==> config.mk <==
export PLATFORM = sky130hd
export DESIGN_NAME = latch_sample_fifo
export DESIGN_NICKNAME = d
export VERILOG_FILES = /design/src/rtl/latch_sample_fifo_pkg.sv /design/src/rtl/latch_sample_fifo_ram.sv /design/src/rtl/latch_sample_fifo.sv
export SDC_FILE = /design/constraint.sdc
export NUM_CORES = 1
export LEC_CHECK = 0
export ABC_CLOCK_PERIOD_IN_PS = 1680
export CAP_MARGIN = 20
export CORE_MARGIN = 10
export CORE_UTILIZATION = 30
export DETAILED_ROUTE_END_ITERATION = 8
export GPL_ROUTABILITY_DRIVEN = 0
export GPL_TIMING_DRIVEN = 0
export PLACE_DENSITY_LB_ADDON = 0.1
export SETUP_SLACK_MARGIN = 0.3
export SYNTH_ARGS = -nofsm -noshare
export SYNTH_HDL_FRONTEND = slang
export SYNTH_SLANG_ARGS = --single-unit
==> constraint.sdc <==
create_clock -name clk_i -period 1.68 [get_ports clk_i]
set_input_delay 0.252 -clock clk_i [delete_from_list [all_inputs] [get_ports clk_i]]
set_output_delay 0.252 -clock clk_i [all_outputs]
set_load 0.005 [all_outputs]
==> src/rtl/latch_sample_fifo_pkg.sv <==
// Shared FIFO definitions: default geometry and a pointer-width helper.
// No logic of its own, so it adds no latency.
// No handshake lives here.
package latch_sample_fifo_pkg;

    localparam int DEF_WIDTH = 8;
    localparam int DEF_DEPTH = 4;

    // Ceiling log2, used to size entry addresses from the depth.
    function automatic int clog2(input int value);
        int result;
        result = 0;
        while ((1 << result) < value) begin
            result = result + 1;
        end
        return result;
    endfunction

endpackage

==> src/rtl/latch_sample_fifo_ram.sv <==
// DEPTH x WIDTH storage: one write port and one registered read port.
// Read data appears 1 cycle after rd_en_i; the array itself is never reset.
// No backpressure; the caller only issues accepted reads and writes.
module latch_sample_fifo_ram
    import latch_sample_fifo_pkg::*;
#(
    parameter int WIDTH  = DEF_WIDTH,
    parameter int DEPTH  = DEF_DEPTH,
    parameter int ADDR_W = clog2(DEPTH)
) (
    input  logic              clk_i,
    input  logic              rst_i,
    input  logic              wr_en_i,
    input  logic [ADDR_W-1:0] wr_addr_i,
    input  logic [WIDTH-1:0]  wr_data_i,
    input  logic              rd_en_i,
    input  logic [ADDR_W-1:0] rd_addr_i,
    output logic [WIDTH-1:0]  rd_data_o
);

    logic [WIDTH-1:0] mem_q [DEPTH];
    logic [WIDTH-1:0] rd_data_q;
    logic [WIDTH-1:0] rd_data_d;

    // Write the array; it has no reset, so stale data may survive a reset.
    always_ff @(posedge clk_i) begin
        if (wr_en_i) begin
            mem_q[wr_addr_i] <= wr_data_i;
        end
    end

    // Load the read register on a read; otherwise hold the last value.
    always_comb begin
        rd_data_d = rd_data_q;
        if (rd_en_i) begin
            rd_data_d = mem_q[rd_addr_i];
        end
    end

    // The read register is reset so rd_data reads 0 after a reset.
    always_ff @(posedge clk_i) begin
        if (rst_i) begin
            rd_data_q <= '0;
        end else begin
            rd_data_q <= rd_data_d;
        end
    end

    assign rd_data_o = rd_data_q;

endmodule

==> src/rtl/latch_sample_fifo.sv <==
// Sync FIFO buffering latch q samples; define LATCH_SAMPLE_FIFO_LEVEL_EN to add level_o/almost_full_o.
// Latency: write-to-!empty 1 cycle, rd_en-to-rd_data 1 cycle, min write-to-readout 2 cycles.
// Writes while full and reads while empty are dropped and reported by 1-cycle overflow/underflow pulses.
module latch_sample_fifo
    import latch_sample_fifo_pkg::*;
#(
    parameter int WIDTH  = DEF_WIDTH,
    parameter int DEPTH  = DEF_DEPTH,
    parameter int ADDR_W = clog2(DEPTH)
) (
    input  logic             clk_i,
    input  logic             rst_i,
    input  logic             wr_en_i,
    input  logic [WIDTH-1:0] wr_data_i,
    output logic             full_o,
    input  logic             rd_en_i,
    output logic [WIDTH-1:0] rd_data_o,
    output logic             rd_valid_o,
    output logic             empty_o,
    output logic             overflow_o,
    output logic             underflow_o
`ifdef LATCH_SAMPLE_FIFO_LEVEL_EN
    ,
    output logic [ADDR_W:0]  level_o,
    output logic             almost_full_o
`endif
);

    localparam logic [ADDR_W:0] PTR_ONE = (ADDR_W+1)'(1);

    // The pointers carry one extra wrap bit so that full and empty can be told apart.
    logic [ADDR_W:0] wr_ptr_q, wr_ptr_d;
    logic [ADDR_W:0] rd_ptr_q, rd_ptr_d;
    logic            rd_valid_q, rd_valid_d;
    logic            overflow_q, overflow_d;
    logic            underflow_q, underflow_d;

    logic            full;
    logic            empty;
    logic            wr_accept;
    logic            rd_accept;

    // The flags come only from registered pointers, so there is no same-cycle bypass.
    assign empty = (wr_ptr_q == rd_ptr_q);
    assign full  = (wr_ptr_q[ADDR_W-1:0] == rd_ptr_q[ADDR_W-1:0]) &&
                   (wr_ptr_q[ADDR_W] != rd_ptr_q[ADDR_W]);

    assign wr_accept = wr_en_i && !full;
    assign rd_accept = rd_en_i && !empty;

    // Compute next pointers and this cycle's result pulses.
    always_comb begin
        wr_ptr_d    = wr_ptr_q;
        rd_ptr_d    = rd_ptr_q;
        rd_valid_d  = rd_accept;
        overflow_d  = wr_en_i && full;
        underflow_d = rd_en_i && empty;
        if (wr_accept) begin
            wr_ptr_d = wr_ptr_q + PTR_ONE;
        end
        if (rd_accept) begin
            rd_ptr_d = rd_ptr_q + PTR_ONE;
        end
    end

    // Register the state; a reset drops all contents and any read in flight.
    always_ff @(posedge clk_i) begin
        if (rst_i) begin
            wr_ptr_q    <= '0;
            rd_ptr_q    <= '0;
            rd_valid_q  <= 1'b0;
            overflow_q  <= 1'b0;
            underflow_q <= 1'b0;
        end else begin
            wr_ptr_q    <= wr_ptr_d;
            rd_ptr_q    <= rd_ptr_d;
            rd_valid_q  <= rd_valid_d;
            overflow_q  <= overflow_d;
            underflow_q <= underflow_d;
        end
    end

    latch_sample_fifo_ram #(
        .WIDTH  (WIDTH),
        .DEPTH  (DEPTH),
        .ADDR_W (ADDR_W)
    ) u_ram (
        .clk_i     (clk_i),
        .rst_i     (rst_i),
        .wr_en_i   (wr_accept),
        .wr_addr_i (wr_ptr_q[ADDR_W-1:0]),
        .wr_data_i (wr_data_i),
        .rd_en_i   (rd_accept),
        .rd_addr_i (rd_ptr_q[ADDR_W-1:0]),
        .rd_data_o (rd_data_o)
    );

    assign full_o      = full;
    assign empty_o     = empty;
    assign rd_valid_o  = rd_valid_q;
    assign overflow_o  = overflow_q;
    assign underflow_o = underflow_q;

`ifdef LATCH_SAMPLE_FIFO_LEVEL_EN
    localparam logic [ADDR_W:0] AF_THRESH = (ADDR_W+1)'(DEPTH - 1);

    // Occupancy is the modular pointer difference; it is 0 after reset because both pointers are 0.
    assign level_o       = wr_ptr_q - rd_ptr_q;
    assign almost_full_o = (level_o >= AF_THRESH);
`endif

endmodule
# Yosys cells after proc, flatten, opt, wreduce, memory -nomap -nowiden
# Memories as Yosys holds them, arrays and structs flattened. A register that Yosys moved wholly into a read port is not among the register bits.
# Index checks and enable logic that the tools add are counted.
# totals
memories,1
ramBits,32
latchBits,0
rom_bits,0
ff_bits,9
output_inout_bits,13
input_bits,12
wordCells,20
# op_classes
eq_ne,3
shifts,0
n_lt_le_gt_ge,0
n_reduce_logical,7
div,0
mux,2
n_addsub,2
bitwise,0
multipliers,0
# mem_list
name,words,width,rd,rd_clocked_by_memory_dff,wr,line_no,rtl
u_ram.mem_q,4,8,1,1,1,latch_sample_fifo_ram.sv:21,logic [WIDTH-1:0] mem_q [DEPTH];
# ops
operator,count
$add A3 B1 Y3 const B,2
$logic_and A1 B1 Y1,5
$eq A3 B3 Y1,1
$eq A2 B2 Y1,1
$logic_not A1 Y1,2
$mux W1,2
$ne A1 B1 Y1,1

# Logic depth before layout (Yosys ltp)
# depth
depth_word,6
depth_mapped,4
mapped_depth_nobuf,4

# Hierarchy
# From an unflattened synthesis, not the netlist that was laid out.
# unflattened
hier_cells,149
hier_area_um2,2064.5
# by_module_without_submodules
module,seq_area_each_um2,n_inst,area_each_um2,cells_each
latch_sample_fifo_ram,1121.1,1,1505.2,83
latch_sample_fifo,180.2,1,559.3,66

# Worst setup path after synthesis
# OpenSTA, ideal clock, no wires.
# synth_path
path_type,register -> register
startpoint,reg rd_ptr_q[0]
endpoint,mem u_ram.mem_q[3][0] (netlist name) (enable)
setup_time_ns,0.332
synth_period_minus_slack_ns,1.573
path_buffers,1
arrival_ns,1.242
required_ns,1.348
stages_incl_launch_ff,5
setup_slack_ns,0.107
cell_sequence,dfxtp_1 > buf_6 > xnor2_2 > a31oi_4 > and2_1
# synth_between
elab_chain_cells,6
# synth_rtl
element,line_no,rtl
"start, declared",latch_sample_fifo.sv:33,"logic [ADDR_W:0] rd_ptr_q, rd_ptr_d;"
"start signal, assigned",latch_sample_fifo.sv:76,rd_ptr_q <= rd_ptr_d;
$eq A2 B2 Y1,latch_sample_fifo.sv:45,assign full = (wr_ptr_q[ADDR_W-1:0] == rd_ptr_q[ADDR_W-1:0]) &&
$logic_and A1 B1 Y1,latch_sample_fifo.sv:45,
$logic_not A1 Y1,latch_sample_fifo.sv:48,assign wr_accept = wr_en_i && !full;
$logic_and A1 B1 Y1,latch_sample_fifo.sv:48,
$mux W1,latch_sample_fifo_ram.sv:27,if (wr_en_i) begin
$mux W1 (implied by the code),latch_sample_fifo_ram.sv:28,mem_q[wr_addr_i] <= wr_data_i;
"end, declared",latch_sample_fifo_ram.sv:21,
# No other way between the ends.

# Worst setup path in the final report
# layout_path
startpoint,reg rd_ptr_q[0]
endpoint,mem u_ram.mem_q[3][4] (netlist name) (enable)
# Same word-level chain as after synthesis.

==> results_dict.tcl <==
set metrics [dict create \
    start_util_pct 31.3 \
    fin_total_pwr_mw 3.40 \
    power_density_nw_per_um2 1160 \
    fmaxAchievable_ghz 0.611 \
    ys_seq_area_share_pct 60.2 \
    yosys_warnings 0 \
    drtIter0Drc 30 \
    core.rowCount 30 \
    dieArea_um2 11000 \
    drt-vias-per-instance 4.37 \
    vias 1255 \
    grt_overflow 0 \
    grt_usage_pct 8.21 \
    min_period_ps 1640 \
    cap_violations 0 \
    hpwl_um 2930 \
    crit_fanout 8 \
    path_clk_slew_ps 90 \
    drive_above_1_share_pct 33.5 \
    avgSynthCellArea_um2 15.8 \
    setup_viol 0 \
    postSynthNetCount 154 \
    portBuffers 24 \
    dpl-instance-area_um2 2580 \
    ir_drop_mv 0.495 \
    cts_num_sinks 49 \
    drc_errors 0 \
    layout_setup_ws_ps 42.9 \
    setup_tns_ps 0 \
    hold_viol 0 \
    post-route-period-util_pct 97.4 \
    nets 207 \
    n_antenna_cell 0 \
    io_pins 25 \
    place_ws_ps -102 \
    worstSkewPairLatency_ps 300 \
    area_delta_synth_final_pct 35.4 \
    synth_top_cell_area_share_pct 44.4 \
    first_pass_iters 4 \
    die_h_um 105 \
    postRouteWirelength_um 4490 \
    die_x_um 105 \
    grt_setup_unrepaired "yes" \
    synth-edff-count 32 \
    async_flop_share_pct 0 \
    cts_root_buf "clkbuf_8" \
    netlist_area_um2 2160 \
    maxSlewViolCount 0 \
    ys_types 26 \
    worstSetupStartpointType "flip-flop" \
    antenna_found_initial 0 \
    wire_per_inst_um 15.6 \
    ys_ff_latch 49 \
    clockBufferDepth 2 \
    tightest_slew_ps 614 \
    crit_arrival_ps 1640 \
    crit_path_end_kind "flip-flop" \
    yosysTopAreaCell "edfxtp_1" \
    finalHoldWorstSlack_ps 475 \
    min_path_type "reg2reg" \
    cts_buffers 5 \
    cts_htree_levels 2 \
    synthTopCellsByArea "edfxtp_1, dfxtp_1, mux4_1" \
    synthFlopType "edfxtp_1" \
    grt_pass1_vias 1413 \
    grt_pass1_wl_um 7200 \
    final_cell_area_um2 2930 \
    grt_max_degree 16 \
    maxSlewHeadroom_pct 58.9 \
    synth_cells 137 \
    required_ps 1680 \
    fin_util_pct 42.4 \
    fin_cells 287 \
    power.leakage_nw 1.15 \
    skew_ps 10.2 \
    dp.cells 257 \
    status "completed" \
    ant_nets 0 \
    cts_tree "built" \
    core-area_um2 6910 \
    critPathKind "reg2reg" \
]
==> report_power, final <==
group	switching [mW]	internal (mW)
Combinational	0.511	0.724
Clock	0.391	0.297
Sequential	0.0649	1.42
==> cells in the mapped netlist (2+ instances only) <==
| cell type | count |
|---|---|
| edfxtp_1 | 32 |
| nand2b_1 | 20 |
| dfxtp_1 | 17 |
| mux2i_1 | 10 |
| inv_1 | 8 |
| mux4_1 | 8 |
| ha_1 | 5 |
| and2_1 | 4 |
| nor2_1 | 4 |
| clkbuf_1 | 3 |
| a211o_1 | 2 |
| a31oi_4 | 2 |
| mux2_2 | 2 |
| nand3_1 | 2 |
| nor3_1 | 2 |
| nor4bb_1 | 2 |
| o311ai_1 | 2 |
| o31ai_1 | 2 |
| xnor2_2 | 2 |
| xor2_2 | 2 |
==> logic make-up (layout without fill, tap and decap cells) <==
| family | Yosys count | count (layout) | synth area share, % |
|---|---|---|---|
| XOR/XNOR | 6 | 6 | 3.82 |
| buffers and inverters | 13 | 67 | 2.66 |
| multiplexers | 20 | 20 | 15.4 |
| AO/OA/AOI/OAI | 9 | 9 | 5.27 |
| adder cells (fa/ha/maj) | 5 | 5 | 2.89 |
| AND/OR/NAND/NOR | 35 | 35 | 9.78 |
| flip-flops | 49 | 49 | 60.2 |
==> layer usage <==
metal | GRT usage [%] | vias to the layer above | wire length (um)
li1 | - | 610 | -
met1 | 9.72 | 617 | 2060
met2 | 14.0 | 24 | 2250
met3 | 2.46 | 4 | 154
met4 | 2.35 | 0 | 26
met5 | 0 | - | 0
==> repair_timing <==
action | CTS | global route
hold buffers | 0 | 0
gates cloned | 0 | 0
gates resized for setup | 33 | 15
pin swaps | 11 | 5
buffers inserted | 21 | 1
setup endpoints to repair | 52 | 52
==> critical path, cell delays in order (launching register included) <==
cell,delay [ps]
dfxtp_4,370
buf_12,130
xnor2_4,140
buf_6,120
buf_6,110
a31oi_4,190
and2_4,280
==> sequential cells by signal (all words and copies together) (netlist names) <==
signal,cells
overflow_o,1
rd_ptr_q,3
wr_ptr_q,3
u_ram.rd_data_o,8
underflow_o,1
u_ram.mem_q,32
rd_valid_o,1
==> final cells by class <==
class / count / area [um^2]
repair buffers: 46 / 442
well taps: 96 / 120
plain buffers: 5 / 42.5
clock inverters: 2 / 13.8
inverters: 8 / 30.0
fillers: 650 / 3980
multi-input cells: 75 / 896
clock buffers: 6 / 72.6
flip-flops and latches: 49 / 1310
==> layout by cell type (no fill, tap or decap), types with 5 or more instances in the layout <==
| cell type | n |
|---|---|
| clkdlybuf4s50_1 | 11 |
| inv_1 | 6 |
| edfxtp_1 | 32 |
| buf_6 | 10 |
| dfxtp_1 | 11 |
| nand2b_1 | 20 |
| buf_4 | 13 |
| clkbuf_8 | 5 |
| dfxtp_2 | 5 |
| ha_1 | 5 |
| mux4_1 | 5 |
| mux2i_1 | 10 |
| dlygate4sd2_1 | 8 |
==> path summary, 6_finish.rpt <==
path,from,to,slack [ps],depth (start not counted)
worst min-delay path,u_ram.rd_data_o[1]$_SDFFE_PP0P_,u_ram.rd_data_o[1]$_SDFFE_PP0P_,480,2
worst max register to register,rd_ptr_q[0]$_SDFFE_PP0P_,u_ram.mem_q[3][4]$_DFFE_PP_,40,6
worst max-delay path,rd_ptr_q[0]$_SDFFE_PP0P_,u_ram.mem_q[3][4]$_DFFE_PP_,40,6
worst min register to register,u_ram.rd_data_o[1]$_SDFFE_PP0P_,u_ram.rd_data_o[1]$_SDFFE_PP0P_,480,2
No activity file was read; power rests on OpenSTA's default activity.
